--- src/rtl/cpu_datapath_pkg.sv ---
// Shared constants for the basic-computer datapath: bus source codes, opcodes,
// strobe bit positions and register-reference instruction bit indices.
// No logic lives here; everything is compile-time constant.
package cpu_datapath_pkg;

    localparam int ADDR_W_DEF = 12;
    localparam int DATA_W_DEF = 16;

    // Common-bus source select; the value is the index of the winning x[] bit.
    typedef enum logic [2:0] {
        SEL_NONE = 3'd0,
        SEL_AR   = 3'd1,
        SEL_PC   = 3'd2,
        SEL_DR   = 3'd3,
        SEL_AC   = 3'd4,
        SEL_IR   = 3'd5,
        SEL_TR   = 3'd6,
        SEL_MEM  = 3'd7
    } bus_sel_e;

    // Memory-reference opcodes in ir[14:12]; OP_REG marks register-reference.
    localparam logic [2:0] OP_AND = 3'd0;
    localparam logic [2:0] OP_ADD = 3'd1;
    localparam logic [2:0] OP_LDA = 3'd2;
    localparam logic [2:0] OP_REG = 3'd7;

    // ld bit positions: {AR,PC,DR,AC,IR}.
    localparam int LD_AR = 4;
    localparam int LD_PC = 3;
    localparam int LD_DR = 2;
    localparam int LD_AC = 1;
    localparam int LD_IR = 0;

    // inr/clr bit positions: {AR,PC,DR,AC}.
    localparam int IC_AR = 3;
    localparam int IC_PC = 2;
    localparam int IC_DR = 1;
    localparam int IC_AC = 0;

    // Register-reference instruction bits. CLA and INC reach the datapath as
    // clr/inr AC strobes rather than through the ALU.
    localparam int RR_CLA = 11;
    localparam int RR_CMA = 9;
    localparam int RR_CIR = 7;
    localparam int RR_CIL = 6;
    localparam int RR_INC = 5;

endpackage

--- src/rtl/cpu_datapath_alu.sv ---
// Purpose: AC/E next-value logic for an AC load, chosen by the IR opcode.
// Latency: purely combinational, no state.
// Backpressure: none; result is only consumed when the AC load strobe is set.
// Ports: ac, dr, ir, e in; ac_next, e_next out.
module cpu_alu
    import cpu_datapath_pkg::*;
#(
    parameter int DATA_W = DATA_W_DEF
) (
    input  logic [DATA_W-1:0] ac,
    input  logic [DATA_W-1:0] dr,
    input  logic [DATA_W-1:0] ir,
    input  logic              e,
    output logic [DATA_W-1:0] ac_next,
    output logic              e_next
);

    logic [2:0]      opcode;
    logic [DATA_W:0] sum;

    assign opcode = ir[DATA_W-2 -: 3];
    assign sum    = {1'b0, ac} + {1'b0, dr};

    always_comb begin
        ac_next = ac;
        e_next  = e;
        case (opcode)
            OP_AND: ac_next = ac & dr;
            OP_ADD: {e_next, ac_next} = sum;
            OP_LDA: ac_next = dr;
            OP_REG: begin
                // First matching bit wins; none set leaves AC and E untouched.
                if (ir[RR_CMA]) begin
                    ac_next = ~ac;
                end else if (ir[RR_CIR]) begin
                    ac_next = {e, ac[DATA_W-1:1]};
                    e_next  = ac[0];
                end else if (ir[RR_CIL]) begin
                    ac_next = {ac[DATA_W-2:0], e};
                    e_next  = ac[DATA_W-1];
                end
            end
            default: ;
        endcase
    end

    // Indirect bit and the CLA/INC/other reg-ref bits are decoded elsewhere.
    logic unused_ir;
    assign unused_ir = ^{ir[DATA_W-1], ir[RR_CLA:RR_CMA+1], ir[RR_CIR+1], ir[RR_INC:0]};

endmodule

--- src/rtl/cpu_datapath.sv ---
// Purpose: AR/PC/DR/AC/IR/E registers plus common-bus mux, driven by control strobes.
// Latency: registers update on the clock edge; bus and mem_* are combinational.
// Backpressure: none; every strobe is honoured in the cycle it is asserted.
// Ports: clk, reset, ld/inr/clr/x strobes, Read/Write, mem_rdata in;
//        mem_addr/wdata/we/re, ar, pc, dr, ac, ir, e, bus, bus_conflict out.
module cpu_datapath
    import cpu_datapath_pkg::*;
#(
    parameter int ADDR_W = ADDR_W_DEF,
    parameter int DATA_W = DATA_W_DEF
) (
    input  logic              clk,
    input  logic              reset,
    input  logic [4:0]        ld,
    input  logic [3:0]        inr,
    input  logic [3:0]        clr,
    input  logic [7:0]        x,
    input  logic              Read,
    input  logic              Write,
    input  logic [DATA_W-1:0] mem_rdata,
    output logic [ADDR_W-1:0] mem_addr,
    output logic [DATA_W-1:0] mem_wdata,
    output logic              mem_we,
    output logic              mem_re,
    output logic [ADDR_W-1:0] ar,
    output logic [ADDR_W-1:0] pc,
    output logic [DATA_W-1:0] dr,
    output logic [DATA_W-1:0] ac,
    output logic [DATA_W-1:0] ir,
    output logic              e,
    output logic [DATA_W-1:0] bus,
    output logic              bus_conflict
);

    logic [ADDR_W-1:0] ar_q, ar_d, pc_q, pc_d;
    logic [DATA_W-1:0] dr_q, dr_d, ac_q, ac_d, ir_q, ir_d;
    logic              e_q, e_d;
    bus_sel_e          bus_sel;
    logic [DATA_W-1:0] alu_ac;
    logic              alu_e;

    // Priority encoder: the highest set source in x[7:1] owns the bus.
    always_comb begin
        bus_sel = SEL_NONE;
        for (int i = 1; i <= 7; i++) begin
            if (x[i]) bus_sel = bus_sel_e'(i[2:0]);
        end
    end

    // Clearing the lowest set bit leaves something only if two or more were set.
    assign bus_conflict = |(x[7:1] & (x[7:1] - 7'd1));

    always_comb begin
        bus = '0;
        case (bus_sel)
            SEL_AR:  bus = {{(DATA_W-ADDR_W){1'b0}}, ar_q};
            SEL_PC:  bus = {{(DATA_W-ADDR_W){1'b0}}, pc_q};
            SEL_DR:  bus = dr_q;
            SEL_AC:  bus = ac_q;
            SEL_IR:  bus = ir_q;
            SEL_MEM: bus = mem_rdata;
            default: bus = '0;  // SEL_NONE and SEL_TR both drive zero
        endcase
    end

    cpu_alu #(.DATA_W(DATA_W)) u_alu (
        .ac      (ac_q),
        .dr      (dr_q),
        .ir      (ir_q),
        .e       (e_q),
        .ac_next (alu_ac),
        .e_next  (alu_e)
    );

    // Per register: clear beats load beats increment beats hold.
    always_comb begin
        ar_d = ar_q;
        pc_d = pc_q;
        dr_d = dr_q;
        ac_d = ac_q;
        ir_d = ir_q;
        e_d  = e_q;

        if (clr[IC_AR])      ar_d = '0;
        else if (ld[LD_AR])  ar_d = bus[ADDR_W-1:0];
        else if (inr[IC_AR]) ar_d = ar_q + ADDR_W'(1);

        if (clr[IC_PC])      pc_d = '0;
        else if (ld[LD_PC])  pc_d = bus[ADDR_W-1:0];
        else if (inr[IC_PC]) pc_d = pc_q + ADDR_W'(1);

        if (clr[IC_DR])      dr_d = '0;
        else if (ld[LD_DR])  dr_d = bus;
        else if (inr[IC_DR]) dr_d = dr_q + DATA_W'(1);

        // E only moves with an ALU load of AC; CLA/INC leave it alone.
        if (clr[IC_AC]) begin
            ac_d = '0;
        end else if (ld[LD_AC]) begin
            ac_d = alu_ac;
            e_d  = alu_e;
        end else if (inr[IC_AC]) begin
            ac_d = ac_q + DATA_W'(1);
        end

        if (ld[LD_IR]) ir_d = bus;
    end

    always_ff @(posedge clk) begin
        if (reset) begin
            ar_q <= '0;
            pc_q <= '0;
            dr_q <= '0;
            ac_q <= '0;
            ir_q <= '0;
            e_q  <= 1'b0;
        end else begin
            ar_q <= ar_d;
            pc_q <= pc_d;
            dr_q <= dr_d;
            ac_q <= ac_d;
            ir_q <= ir_d;
            e_q  <= e_d;
        end
    end

    // Memory sees the current AR, so a same-cycle AR load affects the next access.
    assign mem_addr  = ar_q;
    assign mem_wdata = bus;
    assign mem_we    = Write;
    assign mem_re    = Read;

    assign ar = ar_q;
    assign pc = pc_q;
    assign dr = dr_q;
    assign ac = ac_q;
    assign ir = ir_q;
    assign e  = e_q;

    logic unused_x0;
    assign unused_x0 = x[0];

endmodule

--- config.mk ---
export PLATFORM = sky130hd
export DESIGN_NAME = cpu_datapath
export DESIGN_NICKNAME = d
export VERILOG_FILES = /design/src/rtl/cpu_datapath_pkg.sv /design/src/rtl/cpu_datapath_alu.sv /design/src/rtl/cpu_datapath.sv
export SDC_FILE = /design/constraint.sdc
export NUM_CORES = 1
export LEC_CHECK = 0
export ABC_AREA = 0
export CELL_PAD_IN_SITES_DETAIL_PLACEMENT = 1
export CELL_PAD_IN_SITES_GLOBAL_PLACEMENT = 1
export CORE_MARGIN = 2
export CORE_UTILIZATION = 33
export CTS_CLUSTER_DIAMETER = 40
export DETAILED_ROUTE_END_ITERATION = 8
export PLACE_DENSITY = 0.75
export SLEW_MARGIN = 20
export SYNTH_ARGS = -nofsm -noshare
export SYNTH_HDL_FRONTEND = slang
export SYNTH_SLANG_ARGS = --single-unit
--- constraint.sdc ---
create_clock -name clk -period 2.37 [get_ports clk]
set_input_delay 0.237 -clock clk [delete_from_list [all_inputs] [get_ports clk]]
set_output_delay 0.237 -clock clk [all_outputs]
set_load 0.01 [all_outputs]
==> results.py, run 1 <==
metrics = {
    "clock_network": {
        "clock_sinks": 73,
        "numCtsBuffers": 9,
        "clk_path_buf_depth": 2,
        "holdBufCountCts": 0,
        "cts_root_buffer": "clkbuf_16",
        "h-tree-depth": 3,
        "cts_tree": "built",
        "clk_latency_ns": 0.35,
    },
    "routing": {
        "drtIter0Drc": 653,
        "drt-total-wl_um": 27450,
        "post-route-drc-count": 0,
        "dr.pass1.iters": 8,
        "routedWlPerCell_um": 21.00,
        "via_per_inst": 5.719,
        "via_count": 7475,
        "ant_nets": 0,
    },
    "global_routing": {
        "grt_start_max_net_pins": 33,
        "track_usage_pct": 26.51,
        "grt_pass1_vias": 7536,
        "grt-ovfl-total": 0,
        "grt_antenna_before_repair": 0,
        "grt_pass1_wl_um": 41990,
    },
    "pwr": {
        "p_sw_share_pct": 32.35,
        "p_total_mw": 3.857,
        "internal_power_mw": 2.609,
        "pwr-share-clk_pct": 36.3,
        "power.net_switching_mw": 1.248,
        "power_frac_seq_pct": 35.3,
        "pwr-share-comb_pct": 28.4,
        "leakagePower_nw": 3.563,
        "pwr_density_cell_nw_per_um2": 423.0,
        "ir_drop_v": 0.0003673,
    },
    "floorplan": {
        "die_h_um": 143.2,
        "pin_count": 161,
        "die-area_sq_um": 20500,
        "start_util_pct": 33.94,
        "rows": 50,
        "core_area_sq_um": 18830,
        "die-width_um": 143.2,
    },
    "synthesis": {
        "syn_avg_cell_area_sq_um": 7.663,
        "synth_nets": 896,
        "yosys.area.top_type_share_pct": 22.87,
        "async_flop_share_pct": 0,
        "synthMostInstantiatedCell": "nor2_1",
        "syn_area_sq_um": 6391,
        "synthTopCellsByCount": "nor2_1 (99), dfxtp_1 (73), nand2_1 (67), a21oi_1 (51), o21ai_0 (44)",
        "ys_types": 71,
        "yosys_register_bits": 73,
        "synth_warnings": 0,
        "synth_edf_count": 0,
        "postSynthCellCount": 834,
        "yosys.area.top_type": "dfxtp_1",
        "ys.flop_type": "dfxtp_1",
        "seq_area_frac_synth_pct": 22.87,
        "ys_top_cells_by_area": "dfxtp_1 (23%), nor2_1 (5.8%), a211oi_1 (4.7%)",
    },
    "min_path": {
        "min_path_type": "input port to output pin",
        "hold_depth": 0,
    },
    "place": {
        "gp_congestion": 0.9045,
        "place_area_sq_um": 8646,
        "port_buffers": 155,
        "hpwlAfterDp_um": 20500,
    },
    "sta": {
        "hold_ws_ns": 0.4740,
        "fmax_ghz": 0.4335,
        "tightestPinTransition_ns": 0.5744,
        "drv_slew": 0,
        "finClkSkew_ns": 0.008665,
        "finalCriticalPeriod_ns": 2.307,
        "slew_headroom_pct": 61.59,
        "timing.final.hold_violations": 0,
        "min_period_over_period_pct": 97.34,
        "setup_viol": 0,
    },
    "finish": {
        "utilization_pct": 48.43,
        "fin_area_sq_um": 9119,
        "insertedDiodeCount": 0,
        "drive_gt1_share_pct": 23.11,
        "area_delta_synth_final_pct": 42.68,
        "fin_nets": 1104,
    },
    "critical_path": {
        "setup.worst_path.end_class": "output pin",
        "critPathLaunchType": "input port",
        "cp.arrival_ns": 2.07,
        "cp.required_ns": 2.13,
        "path_class": "input port to output pin",
        "reg2reg_depth": 11,
        "worst-path-max-fanout": 3,
    },
    "job": {
        "maxCapViolations": 0,
    },
    "outcome": {
        "status": "completed",
    },
}
[power groups by stage]
| stage | sequential (mW) | clock [mW] | combinational (mW) |
|---|---|---|---|
| floorplan | 1.39 | 0 | 0.539 |
| global placement | 1.38 | 0 | 1.05 |
| detailed placement | 1.38 | 0 | 1.07 |
| CTS | 1.36 | 1.42 | 1.08 |
| global route | 1.37 | 1.48 | 1.17 |
| finish | 1.36 | 1.40 | 1.10 |
[layer usage]
layer | up-vias | track usage [%] | wire [um]
met5 | - | 0 | 0
met1 | 3698 | 33.99 | 11820
met3 | 54 | 3.555 | 1403
li1 | 3467 | - | -
met2 | 256 | 45.40 | 13370
met4 | 0 | 9.484 | 850
[cells by family (layout without fill, tap and decap cells)]
| family | after synthesis | after routing | synth area share, % |
|---|---|---|---|
| AND/OR/NAND/NOR | 276 | 276 | 20.79 |
| AO/OA/AOI/OAI | 275 | 275 | 32.50 |
| adder cells (fa/ha/maj) | 22 | 22 | 4.385 |
| flip-flops | 73 | 73 | 22.87 |
| XOR/XNOR | 51 | 51 | 6.989 |
| multiplexers | 21 | 21 | 3.485 |
| buffers and inverters | 116 | 329 | 8.986 |
[state kept, by name, indices dropped and copies added, names as in the netlist]
name / flops
ac: 16
dr: 16
e: 1
ar: 12
ir: 16
pc: 12
[placed cells by master, fill, tap and decap left out, drive strengths merged, types with 9 or more instances in the layout]
master and count:
a211oi 64, a21oi 52, a222oi 16, a22oi 12, a31oi 11, buf 138, clkbuf 20, clkdlybuf4s50 115
dfxtp 73, dlygate4sd2 20, ha 20, inv 29, mux2 10, mux2i 11, nand2 68, nand3 26
nand4 12, nor2 101, nor2b 17, nor3 9, o21a 9, o21ai 44, o22ai 9, xnor2 33
xor2 18
[final timing paths]
check	from	end	slack (ns)
hold reg to reg	ir[0]	ir[0]	0.54
setup reg to reg	ac[0]	ac[10]	0.09
setup / recovery	x[4]	bus[4]	0.06
hold / removal	Read	mem_re	0.47
[repair_timing]
| item | in CTS | in global routing |
|---|---|---|
| resized for setup | 86 | 37 |
| endpoints found under the setup margin | 36 | 25 |
| setup buffers | 18 | 2 |
| pin swaps | 10 | 9 |
| gates cloned | 0 | 0 |
[worst max-delay path: stages]
cell and delay [ns]:
dlygate4sd2_1 0.27, or4_4 0.53, nor3_4 0.25, buf_6 0.16
buf_4 0.13, nand2_1 0.07, o211a_4 0.15, inv_1 0.06
clkdlybuf4s15_2 0.22
[stage by stage]
stage	TNS, ns	cells	setup slack [ns]
after global placement	-14.80	1271	-0.4797
after CTS	-0.08898	1305	-0.04556
after floorplan	0	834	0.009620
final	0	1307	0.06303
after detailed placement	-17.78	1271	-0.4981
after global routing	-0.02522	1307	-0.02062
[area by class of cell]
type                    count  area (sq um)
fillers                  2257          9712
multi-input cells         645          4471
repair buffers            284          2460
flip-flops and latches     73          1465
well taps                 260         325.3
clock buffers              11         232.7
inverters                  29         108.9
clock inverters             5         56.30
(Power assumes the default switching activity.)
==> run 2: changes to the inputs <==
- SETUP_SLACK_MARGIN: not set -> 0.2
- TNS_END_PERCENT: not set -> 30
==> run 2 against run 1 <==
Power rose by 5.8%. Die area unchanged. Critical endpoint is now ac[4]. Setup slack gained 0.087 ns. First-iteration DRC count grew 8.0%. Final cell count about the same. Critical path depth shrank 2.
==> results.py, run 2 (synthesized netlist as in run 1, its figures left out) <==
metrics = {
    "pwr": {
        "pwr_density_cell_nw_per_um2": 438.7,
        "leakagePower_nw": 3.580,
        "p_total_mw": 4.079,
        "ir_drop_v": 0.0003823,
    },
    "critical_path": {
        "cp.arrival_ns": 2.45,
        "crit_chain": "a21oi_1 -> a311oi_2 -> nor2_2 -> nand2_2 -> a311oi_1 -> a221oi_1 -> nor2_1",
        "setup.worst_path.end_class": "register",
        "critPathLaunchType": "register",
        "reg2reg_depth": 7,
        "worst-path-max-fanout": 12,
        "cpLargestDelayFamily": "compound AO/OA/AOI/OAI gates",
        "cp_num_buf_inv": 0,
        "path_class": "register to register",
        "rr_startpoint": "ir[12]",
        "r2r_slack_ns": 0.15,
        "crit_path_max_incr_delay_ns": 0.69,
        "cp.required_ns": 2.60,
        "reg2reg_to": "ac[4]",
        "crit_start": "ir[12]",
        "critical-path-slowest-cell": "dfxtp_1",
    },
    "job": {
        "maxCapViolations": 0,
    },
    "clock_network": {
        "clk_latency_ns": 0.34,
        "clk_path_buf_depth": 2,
        "numCtsBuffers": 9,
        "cts_tree": "built",
        "holdBufCountCts": 0,
        "h-tree-depth": 3,
        "cts_root_buffer": "clkbuf_16",
        "clock_sinks": 73,
        "clk_pin_slew_ns": 0.06,
    },
    "floorplan": {
        "start_util_pct": 33.94,
        "pin_count": 161,
        "die-width_um": 143.2,
        "die-area_sq_um": 20500,
        "die_h_um": 143.2,
        "rows": 50,
        "core_area_sq_um": 18830,
    },
    "sta": {
        "fmax_ghz": 0.4504,
        "rsz0062_at_grt": "true",
        "slew_headroom_pct": 61.42,
        "drv_slew": 0,
        "finalCriticalPeriod_ns": 2.220,
        "setup_ws_ns": 0.1499,
        "hold_ws_ns": 0.4740,
        "timing.final.hold_violations": 0,
        "finClkSkew_ns": 0.005482,
        "min_period_over_period_pct": 93.68,
        "tns_ns": 0,
        "setup_viol": 0,
        "tightestPinTransition_ns": 0.5778,
    },
    "finish": {
        "final_cell_mix": "clkdlybuf4s50_1 (115), buf_4 (112), nor2_1 (98), dfxtp_1 (68), nand2_1 (65)",
        "drive_gt1_share_pct": 26.39,
        "area_delta_synth_final_pct": 45.46,
        "fin_nets": 1105,
        "insertedDiodeCount": 0,
        "mostFrequentLayoutCell": "clkdlybuf4s50_1",
        "fin_area_sq_um": 9296,
    },
    "global_routing": {
        "grt_antenna_before_repair": 0,
        "grt-ovfl-total": 0,
        "track_usage_pct": 26.00,
        "grt_pass1_wl_um": 41570,
        "grt_pass1_vias": 7455,
        "grt_start_max_net_pins": 33,
    },
    "min_path": {
        "min_to": "mem_re",
        "hp-start": "Read",
        "hold_depth": 0,
        "min_path_type": "input port to output pin",
    },
    "place": {
        "place_area_sq_um": 8618,
        "hpwlAfterDp_um": 20470,
        "dpl_worst_slack_ns": -0.7382,
        "port_buffers": 155,
        "gp_congestion": 0.9323,
    },
    "outcome": {
        "status": "completed",
    },
    "routing": {
        "post-route-drc-count": 0,
        "drt-total-wl_um": 27170,
        "drtIter0Drc": 705,
        "routedWlPerCell_um": 20.80,
        "ant_nets": 0,
        "via_per_inst": 5.714,
        "via_count": 7462,
        "dr.pass1.iters": 7,
    },
}
[run 2: how the worst max path moves through the flow]
stage / end / cells past startpoint
2_1_floorplan: ac[14] / 10
3_3_place_gp: mem_wdata[6] / 7
3_5_place_dp: bus[6] / 7
4_1_cts: ac[15] / 9
5_1_grt: ac[4] / 7
6_report: ac[4] / 7
[run 2: per-stage QoR]
step                instances  util (%)
floorplan                 834         -
global placement         1268     45.77
detailed placement       1268     45.77
CTS                      1301     48.55
global route             1306     49.37
finish                   1306     49.37
[run 2: report_power, final]
group | total, mW | switching, mW | leakage [nW] | internal [mW]
registers | 1.36 | 0.0793 | 0.599 | 1.28
logic | 1.11 | 0.588 | 2.82 | 0.526
clock network | 1.60 | 0.583 | 0.158 | 1.02
[run 2: metal layers]
metal | share of wire (%) | vias up | global-route usage (%)
met3 | 5.1 | 36 | 2.482
met1 | 44 | 3687 | 34.11
met2 | 49 | 271 | 45.35
met5 | 0 | - | 0
met4 | 2.0 | 0 | 7.243
li1 | - | 3468 | -
[run 2: final cells by class]
type                    count  area, sq um
clock inverters             5        106.4
multi-input cells         645         4556
well taps                 260        325.3
clock buffers               9        225.2
inverters                  29        111.4
flip-flops and latches     73         1468
fillers                  2289         9534
repair buffers            285         2505
[run 2: repair_timing]
action | in CTS | in global routing
resized for setup | 158 | 51
pin swaps | 15 | 28
setup endpoints to repair | 94 | 45
setup buffers | 18 | 5
cloned | 1 | 0
==> run 3: changes to the inputs <==
- CAP_MARGIN: not set -> 20
- CORE_MARGIN: 2 -> not set
- CORE_UTILIZATION: 33 -> 39
- PLACE_DENSITY: 0.75 -> 0.84
- clock period: 2.37 -> 2.7 ns (I/O delays scaled with it)
==> run 3 against run 2 <==
Global-route usage grew 5.8 points. Combinational power fell by 16%. Sequential power down 12%. Via count up 0.43%. Die area decreased by 18%. Largest power group unchanged. Highest routed layer unchanged.
==> results.py, run 3 (synthesized netlist as in run 1, its figures left out) <==
metrics = {
    "outcome": {
        "status": "completed",
    },
    "routing": {
        "via_per_inst": 6.138,
        "dr_wl_met3_um": 1659,
        "post-route-drc-count": 0,
        "met1_length_um": 11170,
        "routedWlPerCell_um": 21.87,
        "top_layer": "met4",
        "ant_nets": 0,
        "dr.pass1.iters": 5,
        "drtIter0Drc": 676,
        "dr_wl_met2_um": 12910,
        "drt-total-wl_um": 26700,
        "via_count": 7494,
    },
    "sta": {
        "timing.final.hold_violations": 0,
        "tightestPinTransition_ns": 0.8122,
        "drv_slew": 0,
        "setup_viol": 0,
        "finClkSkew_ns": 0.007243,
        "finalCriticalPeriod_ns": 2.442,
        "fmax_ghz": 0.4095,
        "slew_headroom_pct": 45.79,
        "rsz0062_at_grt": "true",
        "min_period_over_period_pct": 90.44,
    },
    "place": {
        "place_area_sq_um": 8361,
        "gp_congestion": 0.9255,
        "port_buffers": 155,
        "place_inst": 1198,
        "hpwlAfterDp_um": 19390,
    },
    "floorplan": {
        "die_h_um": 130.0,
        "die-width_um": 130.0,
        "pin_count": 161,
        "die-area_sq_um": 16900,
        "core_area_sq_um": 15940,
        "rows": 46,
        "start_util_pct": 40.09,
    },
    "critical_path": {
        "path_class": "input port to output pin",
        "critical-path-slowest-cell": "nor3b_4",
        "critPathLaunchType": "input port",
        "setup.worst_path.end_class": "output pin",
        "crit_chain": "dlygate4sd2_1 -> nor3b_4 -> a222oi_1 -> buf_4 -> o211a_4 -> inv_1 -> dlygate4sd2_1",
        "crit_top_cell": "dlygate4sd2_1",
        "cp_num_buf_inv": 4,
        "cpLargestDelayFamily": "buffers and inverters",
        "r2r_slack_ns": 0.26,
        "crit_path_max_incr_delay_ns": 0.70,
        "cp.arrival_ns": 2.17,
        "cp.required_ns": 2.43,
        "worst-path-max-fanout": 16,
    },
    "clock_network": {
        "h-tree-depth": 3,
        "clk_path_buf_depth": 2,
        "clk_latency_ns": 0.35,
        "cts_tree": "built",
        "numCtsBuffers": 9,
        "clk_pin_slew_ns": 0.06,
        "clock_sinks": 73,
        "cts_root_buffer": "clkbuf_16",
    },
    "finish": {
        "insertedDiodeCount": 0,
        "mostFrequentLayoutCell": "clkdlybuf4s50_1",
        "fin_area_sq_um": 8745,
        "nFillCells": 1950,
        "final_cell_mix": "clkdlybuf4s50_1 (115), nor2_1 (98), buf_4 (82), dfxtp_1 (73), nand2_1 (67)",
        "multi_input_area_sq_um": 4414,
        "area_delta_synth_final_pct": 36.82,
        "seqCellArea_sq_um": 1461,
        "drive_gt1_share_pct": 18.01,
        "fin_nets": 1063,
        "fin_cells": 1221,
    },
    "pwr": {
        "pwr_density_cell_nw_per_um2": 394.7,
        "leakagePower_nw": 3.390,
        "ir_drop_v": 0.0003257,
        "p_total_mw": 3.451,
    },
    "global_routing": {
        "grt_pass1_wl_um": 41280,
        "grt_antenna_before_repair": 0,
        "track_usage_pct": 31.75,
        "grt_start_max_net_pins": 34,
        "grt-ovfl-total": 0,
        "grt_pass1_vias": 7417,
    },
    "job": {
        "maxCapViolations": 0,
    },
    "min_path": {
        "min_path_type": "register to register",
    },
}
-- run 3: cell types whose count changed in the layout (fill, tap and decap cells not counted), moves of 3 or more --
cell | previous run | this run
buf_2 | 21 | 6
buf_4 | 112 | 82
buf_6 | 19 | 4
dfxtp_1 | 68 | 73
dfxtp_2 | 5 | 0
dlygate4sd2_1 | 3 | 22
dlymetal6s2s_1 | 0 | 3
ha_1 | 15 | 20
ha_4 | 3 | 0
inv_1 | 25 | 28
o21ai_0 | 39 | 43
o21ai_1 | 4 | 1
-- run 3: report_power, final --
group	switching (mW)	leakage (nW)	internal, mW	total (mW)
clock	0.521	0.149	0.806	1.33
combinational	0.505	2.64	0.424	0.929
sequential	0.0713	0.597	1.12	1.20
total	1.10	3.39	2.35	3.45
-- run 3: layout make-up --
cell class	count	share of cell area, %
multi-input cells	645	50.48
flip-flops and latches	73	16.71
inverters	29	1.245
clock inverters	5	0.9300
well taps	216	3.091
repair buffers	243	24.92
clock buffers	10	2.618
-- run 3: routing by layer --
layer  global-route usage [%]  vias up
li1                         -     3387
met1                    40.15     3685
met2                    53.92      350
met3                    3.772       72
met4                    14.84        0
met5                        0        -
-- run 3: path summary, 6_finish.rpt --
kind,endpoint,cells after the start,startpoint
max,bus[6],7,x[6]
max reg2reg,ac[14],10,dr[0]
min,ir[5],2,ir[5]
min reg2reg,ir[5],2,ir[5]
-- run 3: through the flow --
stage / worst slack (ns) / utilization, % / hold slack, ns / setup TNS (ns)
after floorplan: 0.3396 / - / 0.4449 / 0
final: 0.2582 / 54.85 / 0.5139 / 0
after global placement: -0.2954 / 52.44 / 0.4919 / -5.647
after global routing: 0.1323 / 54.85 / 0.5361 / 0
after CTS: 0.1507 / 54.54 / 0.5175 / 0
after detailed placement: -0.3819 / 52.44 / 0.5040 / -8.619
-- run 3: repair_timing --
item | in CTS | in global routing
hold buffers | 0 | 0
resized for setup | 73 | 20
pin swaps | 6 | 8
cloned | 0 | 0
buffers inserted | 4 | 4
endpoints found under the setup margin | 33 | 37
-- run 3: worst reg2reg max path, delay by kind of cell (launching register included) --
| family | cells | cell delay [ns] |
|---|---|---|
| AND/OR/NAND/NOR | 1 | 0.21 |
| adder cells (fa/ha/maj) | 2 | 0.62 |
| XOR/XNOR | 1 | 0.14 |
| buffers and inverters | 1 | 0.09 |
| flip-flops | 1 | 0.34 |
| AO/OA/AOI/OAI | 5 | 0.92 |
